$ cat src/rtl/wb_pkg.sv
// rtl/wb_pkg.sv - shared encodings and MEM/WB control record for the write-back stage
package wb_pkg;

    localparam logic [1:0] WB_SEL_ALU  = 2'b00;
    localparam logic [1:0] WB_SEL_MEM  = 2'b01;
    localparam logic [1:0] WB_SEL_LINK = 2'b10;

    localparam logic [2:0] LD_W  = 3'd0;
    localparam logic [2:0] LD_H  = 3'd1;
    localparam logic [2:0] LD_HU = 3'd2;
    localparam logic [2:0] LD_B  = 3'd3;
    localparam logic [2:0] LD_BU = 3'd4;

    // Width-independent MEM/WB fields; the datapath-wide fields live beside it in the stage.
    typedef struct packed {
        logic       valid;
        logic       reg_write;
        logic [1:0] wb_sel;
        logic [2:0] load_type;
        logic [1:0] byte_off;
    } memwb_ctrl_t;

endpackage

$ cat src/rtl/wb_load_align.sv
// rtl/wb_load_align.sv - sub-word load alignment with sign/zero extension
module wb_load_align
    import wb_pkg::*;
#(
    parameter int DATA_W = 32
) (
    input  logic [DATA_W-1:0] raw_i,
    input  logic [2:0]        load_type_i,
    input  logic [1:0]        byte_off_i,
    output logic [DATA_W-1:0] data_o
);

    logic [7:0]  byte_sel;
    logic [15:0] half_sel;

    always_comb begin
        byte_sel = raw_i[{byte_off_i, 3'b000} +: 8];
        // Halfword selection uses only the upper offset bit; misaligned halves are not split.
        half_sel = raw_i[{byte_off_i[1], 4'b0000} +: 16];
        case (load_type_i)
            LD_H:    data_o = {{(DATA_W-16){half_sel[15]}}, half_sel};
            LD_HU:   data_o = {{(DATA_W-16){1'b0}}, half_sel};
            LD_B:    data_o = {{(DATA_W-8){byte_sel[7]}}, byte_sel};
            LD_BU:   data_o = {{(DATA_W-8){1'b0}}, byte_sel};
            default: data_o = raw_i;
        endcase
    end

endmodule

$ cat src/rtl/wb_stage_ext.sv
// rtl/wb_stage_ext.sv - MEM/WB register, result select and retire counter
// Sub-word load alignment is built only when WB_SUBWORD_LOAD_EN is defined.
module wb_stage_ext
    import wb_pkg::*;
#(
    parameter int DATA_W = 32,
    parameter int REG_AW = 5,
    parameter int CNT_W  = 32
) (
    input  logic              clk_i,
    input  logic              rst_i,
    input  logic              stall_i,
    input  logic              flush_i,
    input  logic              valid_i,
    input  logic              RegWrite_i,
    input  logic [1:0]        wb_sel_i,
    input  logic [2:0]        load_type_i,
    input  logic [1:0]        byte_off_i,
    input  logic [DATA_W-1:0] read_data_i,
    input  logic [DATA_W-1:0] ALU_result_i,
    input  logic [DATA_W-1:0] link_addr_i,
    input  logic [REG_AW-1:0] dest_reg_i,
    output logic              WB_RegWrite_o,
    output logic [REG_AW-1:0] WB_WriteAddr_o,
    output logic [DATA_W-1:0] WB_WriteData_o,
    output logic              WB_Valid_o,
    output logic [CNT_W-1:0]  retire_cnt_o
);

    memwb_ctrl_t       ctrl_q, ctrl_d;
    logic [DATA_W-1:0] rdata_q, rdata_d;
    logic [DATA_W-1:0] alu_q, alu_d;
    logic [DATA_W-1:0] link_q, link_d;
    logic [REG_AW-1:0] dest_q, dest_d;
    logic [CNT_W-1:0]  cnt_q, cnt_d;
    logic [DATA_W-1:0] load_data;

    always_comb begin
        ctrl_d  = ctrl_q;
        rdata_d = rdata_q;
        alu_d   = alu_q;
        link_d  = link_q;
        dest_d  = dest_q;
        cnt_d   = cnt_q;
        // An instruction retires when it leaves WB, i.e. on any unstalled edge.
        if (ctrl_q.valid && !stall_i) begin
            cnt_d = cnt_q + CNT_W'(1);
        end
        if (flush_i) begin
            ctrl_d = '0;
        end else if (!stall_i) begin
            ctrl_d.valid     = valid_i;
            ctrl_d.reg_write = RegWrite_i;
            ctrl_d.wb_sel    = wb_sel_i;
            ctrl_d.load_type = load_type_i;
            ctrl_d.byte_off  = byte_off_i;
            rdata_d          = read_data_i;
            alu_d            = ALU_result_i;
            link_d           = link_addr_i;
            dest_d           = dest_reg_i;
        end
    end

    always_ff @(posedge clk_i) begin
        if (rst_i) begin
            ctrl_q  <= '0;
            rdata_q <= '0;
            alu_q   <= '0;
            link_q  <= '0;
            dest_q  <= '0;
            cnt_q   <= '0;
        end else begin
            ctrl_q  <= ctrl_d;
            rdata_q <= rdata_d;
            alu_q   <= alu_d;
            link_q  <= link_d;
            dest_q  <= dest_d;
            cnt_q   <= cnt_d;
        end
    end

`ifdef WB_SUBWORD_LOAD_EN
    wb_load_align #(
        .DATA_W(DATA_W)
    ) u_load_align (
        .raw_i       (rdata_q),
        .load_type_i (ctrl_q.load_type),
        .byte_off_i  (ctrl_q.byte_off),
        .data_o      (load_data)
    );
`else
    logic unused_ld_fields;
    assign unused_ld_fields = ^{ctrl_q.load_type, ctrl_q.byte_off};
    assign load_data        = rdata_q;
`endif

    always_comb begin
        case (ctrl_q.wb_sel)
            WB_SEL_MEM:  WB_WriteData_o = load_data;
            WB_SEL_LINK: WB_WriteData_o = link_q;
            default:     WB_WriteData_o = alu_q;
        endcase
    end

    assign WB_RegWrite_o  = ctrl_q.valid & ctrl_q.reg_write & (dest_q != '0);
    assign WB_WriteAddr_o = dest_q;
    assign WB_Valid_o     = ctrl_q.valid;
    assign retire_cnt_o   = cnt_q;

endmodule

$ cat config.mk
export PLATFORM = sky130hd
export DESIGN_NAME = wb_stage_ext
export DESIGN_NICKNAME = d
export VERILOG_FILES = /design/src/rtl/wb_pkg.sv /design/src/rtl/wb_load_align.sv /design/src/rtl/wb_stage_ext.sv
export SDC_FILE = /design/constraint.sdc
export NUM_CORES = 1
export LEC_CHECK = 0
export CORE_ASPECT_RATIO = 1.4
export CORE_UTILIZATION = 35
export DETAILED_ROUTE_END_ITERATION = 8
export GPL_ROUTABILITY_DRIVEN = 0
export PLACE_DENSITY = 0.66
export SYNTH_ARGS = -nofsm -noshare
export SYNTH_HDL_FRONTEND = slang
export SYNTH_SLANG_ARGS = --single-unit
$ cat constraint.sdc
create_clock -name clk_i -period 3.4 [get_ports clk_i]
set_input_delay 0.68 -clock clk_i [delete_from_list [all_inputs] [get_ports clk_i]]
set_output_delay 0.68 -clock clk_i [all_outputs]
set_load 0.01 [all_outputs]
# Word-level counts from Yosys, hierarchy flattened
# Index checks and enable logic that the tools add are counted.
# W data, S select, Z words.
# word_totals
ff_bits	137
latch_bits	0
ram_bits	0
mem_bits_ro	0
in_bits	114
output_inout_bits	71
elab_cells	21
n_memories	0
# classes
add_sub_neg	1
multipliers	0
n_div	0
n_lt_le_gt_ge	0
n_eq_ne	2
shift	0
muxes	1
bitwise	4
n_reduce_logical	5
# op_table
cell	n
$pmux W32 S2	1
$add A32 B1 Y32 const B	1
$reduce_bool A5 Y1	1
$and A1 B1 Y1	2
$eq A2 B1 Y1 const B	1
$eq A2 B2 Y1 const B	1
$not A1 Y1	2
$reduce_and A2 Y1	1
$reduce_or A2 Y1	1
$logic_and A1 B1 Y1	1
$logic_not A1 Y1	1

# Logic depth before layout (Yosys ltp)
# Gate-level depths: netlist (run 1).
# logic_depth
ltp_word	2
depth_mapped	6
depth_no_buf	5

# Worst setup path after synthesis (run 1)
# OpenSTA, ideal clock, no wires.
# synth_path
path_kind	input-to-reg
from	input stall_i
to	register cnt_q[23] (netlist: retire_cnt_o[23])
setup_ns	0.070
t_arrival_ns	2.175
required_time_ns	3.330
path_slack_ns	1.154
cell_stages	6
n_path_buf	2
path_cell_list	buf_2 -> nand3b_4 -> or4_4 -> buf_6 -> or4_1 -> a21oi_1
# synth_between
elab_chain_cells	2
# synth_rtl
element	line	rtl
start, declared	wb_stage_ext.sv:12	input logic stall_i,
$logic_not A1 Y1	--	
$logic_and A1 B1 Y1	wb_stage_ext.sv:46	if (ctrl_q.valid && !stall_i) begin
end signal, assigned	wb_stage_ext.sv:78	cnt_q <= cnt_d;
end, declared	wb_stage_ext.sv:35	logic [CNT_W-1:0] cnt_q, cnt_d;
# No other way between the ends.
# A chain may end at the register's enable or synchronous reset.

# Final worst setup path (run 1)
# layout_path
from	register ctrl_q[6] in the netlist's numbering
to	output WB_WriteData_o[9]
# layout_between
elab_chain_cells	2
word_cells_on_any_way	3
cone_classes	eq/ne (2); mux (1)
# layout_rtl
element	line	rtl
start, declared	wb_stage_ext.sv:30	memwb_ctrl_t ctrl_q, ctrl_d;
start signal, assigned	wb_stage_ext.sv:73	ctrl_q <= ctrl_d;
$eq A2 B2 Y1 or $eq A2 B1 Y1 (tied branches)	wb_stage_ext.sv:98	case (ctrl_q.wb_sel)
$pmux W32 S2 *	wb_stage_ext.sv:98	
end, declared	wb_stage_ext.sv:25	output logic [DATA_W-1:0] WB_WriteData_o,
# Every way passes the cells marked *; elsewhere a longest branch is shown, timed or not.

==> results of run 1 <==
-- report_power, final --
part,internal (uW),leakage [uW],switching (uW)
sequential,1660,0.00112,28.7
clock,1030,0.000270,772
combinational,205,0.00149,175
total,2890,0.00288,976
-- registers in the layout, summed over array words and instances, names as in the netlist --
register / count
WB_Valid_o: 1
WB_WriteAddr_o: 5
alu_q: 32
ctrl_q: 3
link_q: 32
load_data: 32
retire_cnt_o: 32
-- worst max-delay path, delay by kind of cell (launching register included) --
family | cells | cell delay, ns
AOI/OAI and AO/OA | 2 | 0.35
adders and majority gates | 1 | 0.39
buffers and inverters | 3 | 0.89
DFF | 1 | 0.33
-- through the flow --
stage	utilization	power, uW	hold WS, ns	cells	setup slack (ns)
finish	0.515	3870	0.453	1113	0.333
detailed placement	0.480	2110	0.447	1079	0.741
global route	0.515	4040	0.468	1111	0.202
floorplan	-	1880	0.436	744	1.15
CTS	0.515	3920	0.456	1111	0.274
global placement	0.480	2110	0.441	1079	0.742
-- synth_stat cells (all sizes together) (8+ instances only) --
master / count
nand2: 241
clkbuf: 46
a22oi: 32
or4: 8
or3: 8
buf: 9
nor2: 18
nand4: 10
o21ai: 39
nand3: 13
a21oi: 116
dfxtp: 137
-- cells by family after synthesis --
family                     Yosys count  share of synthesized area
xor gates and xnor gates            10                     0.0152
DFF                                137                      0.478
muxes                               11                     0.0205
buffers and inverters               61                     0.0427
AOI/OAI and AO/OA                  196                      0.190
and+or+nand+nor                    326                      0.248
adders and majority gates            3                    0.00654
-- routing by layer --
layer | share of wire | vias to the layer above | track usage
met1 | 0.41 | 2553 | 0.233
li1 | - | 2844 | -
met2 | 0.50 | 144 | 0.331
met3 | 0.066 | 20 | 0.0560
met4 | 0.023 | 0 | 0.0808
met5 | 0 | - | 0
-- area by class of cell --
type                            count  share of cell area
Multi-Input combinational cell    546               0.334
Sequential cell                   137               0.331
Timing Repair Buffer              191               0.234
Clock buffer                       18              0.0517
Tap cell                          199              0.0300
Clock inverter                     14              0.0167
Inverter                            6             0.00271
Antenna cell                        2            0.000603
-- worst paths after layout --
| path | startpoint | depth (start not counted) | end |
|---|---|---|---|
| worst max-delay path | ctrl_q[6] | 6 | WB_WriteData_o[9] |
| worst min-delay path | link_q[6] | 2 | link_q[6] |
| worst max register to register | retire_cnt_o[4] | 4 | retire_cnt_o[28] |
| worst min register to register | link_q[6] | 2 | link_q[6] |
==> flow_summary.toml, run 1 <==
[sta]
min_period_ns = 3.07
relSlewSlack = 0.396
setup_tns_ns = 0
fin_crit_sh = 0.902
rsz0062_at_grt = "no"
finalMaxSlewViolations = 0
finalSetupViolCount = 0
timing.fmax_mhz = 326
skew_ns = 0.00935
worst_pin_slew_ns = 0.898
finalHoldViolCount = 0

[synthesis]
ys_seq_area_frac = 0.478
synthCells = 744
ys_seq_elements = 137
syn_area_per_cell_sq_um = 7.72
synth_area_leaders = "dfxtp_1, nand2_1, a21oi_1"
synth_area_leader_cell = "dfxtp_1"
synth_edf_count = 0
yosys_warnings = 0
synth-main-ff-cell = "dfxtp_1"
synth_cell_types = 37
synthArstFlopShare = 0
synth_nets = 861
synth.top_cell.area_share = 0.478
syn-cell-area_sq_mm = 0.00574

[layout]
layout_common_cells = "nand2_1, clkdlybuf4s50_1, dfxtp_1"
design_area_sq_mm = 0.00830
drive_above_1_share = 0.0680
nets = 1016
mostFrequentLayoutCell = "nand2_1"
multi_input_area_sq_mm = 0.00277
areaGrowthSynthToFinish_pct = 44.5
fillerInstances = 1597
regArea_sq_mm = 0.00274

[clock_tree]
clkTransAtPathRegs_ns = 0.06
cts_buffers = 17
cts_tree = "built"
cts_root_buf = "clkbuf_16"
worstSkewPairLatency_ns = 0.41
cts_max_path_buffers = 2
ctsResizeCount = 0
clock-sinks = 137
holdBufCountCts = 0
htreeDepth = 4
cts_setup_buffers = 0

[setup_path]
critPathMaxFanout = 26
critPathCaptureType = "primary output"
start_kind = "flip-flop"
path_cells = "inv_1 > ha_1 > buf_12 > a22oi_1 > o21ai_0 > clkdlybuf4s50_1"
slowest_delay_ns = 0.59
required_ns = 2.72
slowest_stage = "clkdlybuf4s50_1"
crit_type = "flip-flop to primary output"
r2r_slack_ns = 1.28
cp.arrival_ns = 2.39

[floorplanning]
dieArea_sq_mm = 0.0169
die_w_um = 110
io_pins = 185
die_y_um = 154
start_util = 0.357
rows = 55
core_area_sq_mm = 0.0161

[global_routing]
grt_max_degree = 74
grt_pass1_vias = 5223
grt_util_all_layers = 0.198
antenna_found_initial = 2
grt_pass1_wl_um = 26100
grt_overflow = 0

[routing]
wl_per_cell_um = 14.5
routed_wl_um = 16200
vias_per_cell = 5.00
drt-initial-drc-count = 281
drc_errors = 0
drt_pass1_iterations = 4
num_vias = 5561
antenna_left = 0

[power]
leakagePower_uw = 0.00288
power_density_mw_per_mm2 = 466
ir_drop_mv = 0.269

[placed_design]
port-buffer-count = 179
place_area_sq_mm = 0.00772
hpwl_um = 10800

[status]
outcome = "complete, no violations"

[job]
drv_cap = 0

[min_path]
hp-class = "flip-flop to flip-flop"
(Power assumes the default switching activity.)
==> inputs of run 2 (changes only) <==
--- a/config.mk
+++ b/config.mk
@@ -13,3 +13,4 @@
 export SYNTH_ARGS = -nofsm -noshare
 export SYNTH_HDL_FRONTEND = slang
 export SYNTH_SLANG_ARGS = --single-unit
+export TNS_END_PERCENT = 30
==> results of run 2 <==
The final DEF is identical to that of run 1; final timing and power are the same.
==> inputs of run 3 (changes only) <==
--- a/config.mk
+++ b/config.mk
@@ -6,10 +6,10 @@
 export NUM_CORES = 1
 export LEC_CHECK = 0
 export CORE_ASPECT_RATIO = 1.4
-export CORE_UTILIZATION = 35
+export CORE_UTILIZATION = 50
 export DETAILED_ROUTE_END_ITERATION = 8
 export GPL_ROUTABILITY_DRIVEN = 0
-export PLACE_DENSITY = 0.66
+export PLACE_DENSITY = 0.89
 export SYNTH_ARGS = -nofsm -noshare
 export SYNTH_HDL_FRONTEND = slang
 export SYNTH_SLANG_ARGS = --single-unit
==> constraint.sdc (replaced) <==
create_clock -name clk_i -period 3.4 [get_ports clk_i]
set_input_delay 0.68 -clock clk_i [delete_from_list [all_inputs] [get_ports clk_i]]
set_output_delay 0.68 -clock clk_i [all_outputs]
set_load 0.005 [all_outputs]
==> flow_summary.toml, run 3 (synthesis results as in run 1) <==
[layout]
nets = 1016
mostFrequentLayoutCell = "nand2_1"
layout_common_cells = "nand2_1, clkdlybuf4s50_1, dfxtp_1"
regArea_sq_mm = 0.00274
areaGrowthSynthToFinish_pct = 43.6
utilization = 0.748
design_area_sq_mm = 0.00825
multi_input_area_sq_mm = 0.00277
fillerInstances = 815
drive_above_1_share = 0.0647

[global_routing]
grt_max_degree = 81
grt_pass1_wl_um = 25200
grt_pass1_vias = 5295
grt_overflow = 0
grt_util_all_layers = 0.271
antenna_found_initial = 1

[clock_tree]
clock-sinks = 137
cts_root_buf = "clkbuf_16"
holdBufCountCts = 0
htreeDepth = 4
cts_setup_buffers = 0
cts_buffers = 17
ctsResizeCount = 0
worstSkewPairLatency_ns = 0.41
clkTransAtPathRegs_ns = 0.05
cts_max_path_buffers = 2
cts_tree = "built"

[setup_path]
critPathCaptureType = "primary output"
required_ns = 2.72
critPathMaxFanout = 25
cp.arrival_ns = 2.46
crit_type = "flip-flop to primary output"
start_kind = "flip-flop"

[floorplanning]
die_w_um = 92.6
rows = 45
start_util = 0.520
die_y_um = 129
dieArea_sq_mm = 0.0119
core_area_sq_mm = 0.0110
io_pins = 185

[routing]
wl_per_cell_um = 15.1
drt-initial-drc-count = 318
drc_errors = 0
drt_pass1_iterations = 5
num_vias = 5751
routed_wl_um = 15900
vias_per_cell = 5.46
antenna_left = 0

[sta]
fin_crit_sh = 0.923
setup_tns_ns = 0
relSlewSlack = 0.384
finalMaxSlewViolations = 0
skew_ns = 0.00773
whs_ns = 0.453
finalSetupViolCount = 0
finalHoldViolCount = 0
worst_pin_slew_ns = 0.916
rsz0062_at_grt = "no"
timing.fmax_mhz = 319
min_period_ns = 3.14

[placed_design]
place_area_sq_mm = 0.00765
hpwl_um = 10700
port-buffer-count = 179

[min_path]
hp-class = "flip-flop to flip-flop"

[power]
p_total_uw = 3900
power_density_mw_per_mm2 = 473
leakagePower_uw = 0.00290
ir_drop_mv = 0.354

[job]
drv_cap = 0

[status]
outcome = "complete, no violations"
-- run 3: cell types whose count changed in the layout (fill, tap and decap cells not counted), sizes merged --
cell | previous run | this run
diode | 2 | 1
clkbuf | 18 | 26
inv | 12 | 6
clkinvlp | 3 | 1
clkinv | 4 | 3
bufinv | 1 | 2
-- run 3: power breakdown --
group	switching (uW)	internal (uW)
clock network	654	1180
registers	30.5	1660
logic	168	206
-- run 3: critical path: stages (launching register included) --
cell and delay (ns):
dfxtp_1 0.33, inv_1 0.07, ha_2 0.56, buf_4 0.27, a22oi_1 0.09, o21ai_0 0.17, clkdlybuf4s50_1 0.57
-- run 3: layout make-up --
| type | instances | area share |
|---|---|---|
| antenna | 1 | 0.000303 |
| tap | 141 | 0.0214 |
| inverter | 6 | 0.00273 |
| multi-input combinational | 546 | 0.336 |
| clock inverter | 6 | 0.0105 |
| sequential | 137 | 0.332 |
| clock buffer | 26 | 0.0617 |
| timing repair buffer | 191 | 0.235 |
-- run 3: worst paths after layout --
| kind | from | endpoint | slack [ns] | depth (start not counted) |
|---|---|---|---|---|
| worst max-delay path | ctrl_q[5] | WB_WriteData_o[24] | 0.26 | 6 |
| worst min-delay path | alu_q[6] | alu_q[6] | 0.45 | 2 |
| worst max register to register | retire_cnt_o[4] | retire_cnt_o[29] | 1.27 | 4 |
| worst min register to register | alu_q[6] | alu_q[6] | 0.45 | 2 |
-- run 3: routing by layer --
metal / vias to the layer above / wire [um] / GRT usage
met2: 198 / 8490 / 0.499
met4: 0 / 424 / 0.124
met3: 34 / 1020 / 0.0780
met5: - / 0 / 0
met1: 2671 / 5990 / 0.280
li1: 2848 / - / -
-- run 3: per-stage QoR --
step / worst slack, ns / cells
floorplan: 1.16 / 744
global placement: 0.710 / 1021
detailed placement: 0.679 / 1021
CTS: 0.254 / 1053
global route: 0.0604 / 1054
finish: 0.261 / 1054
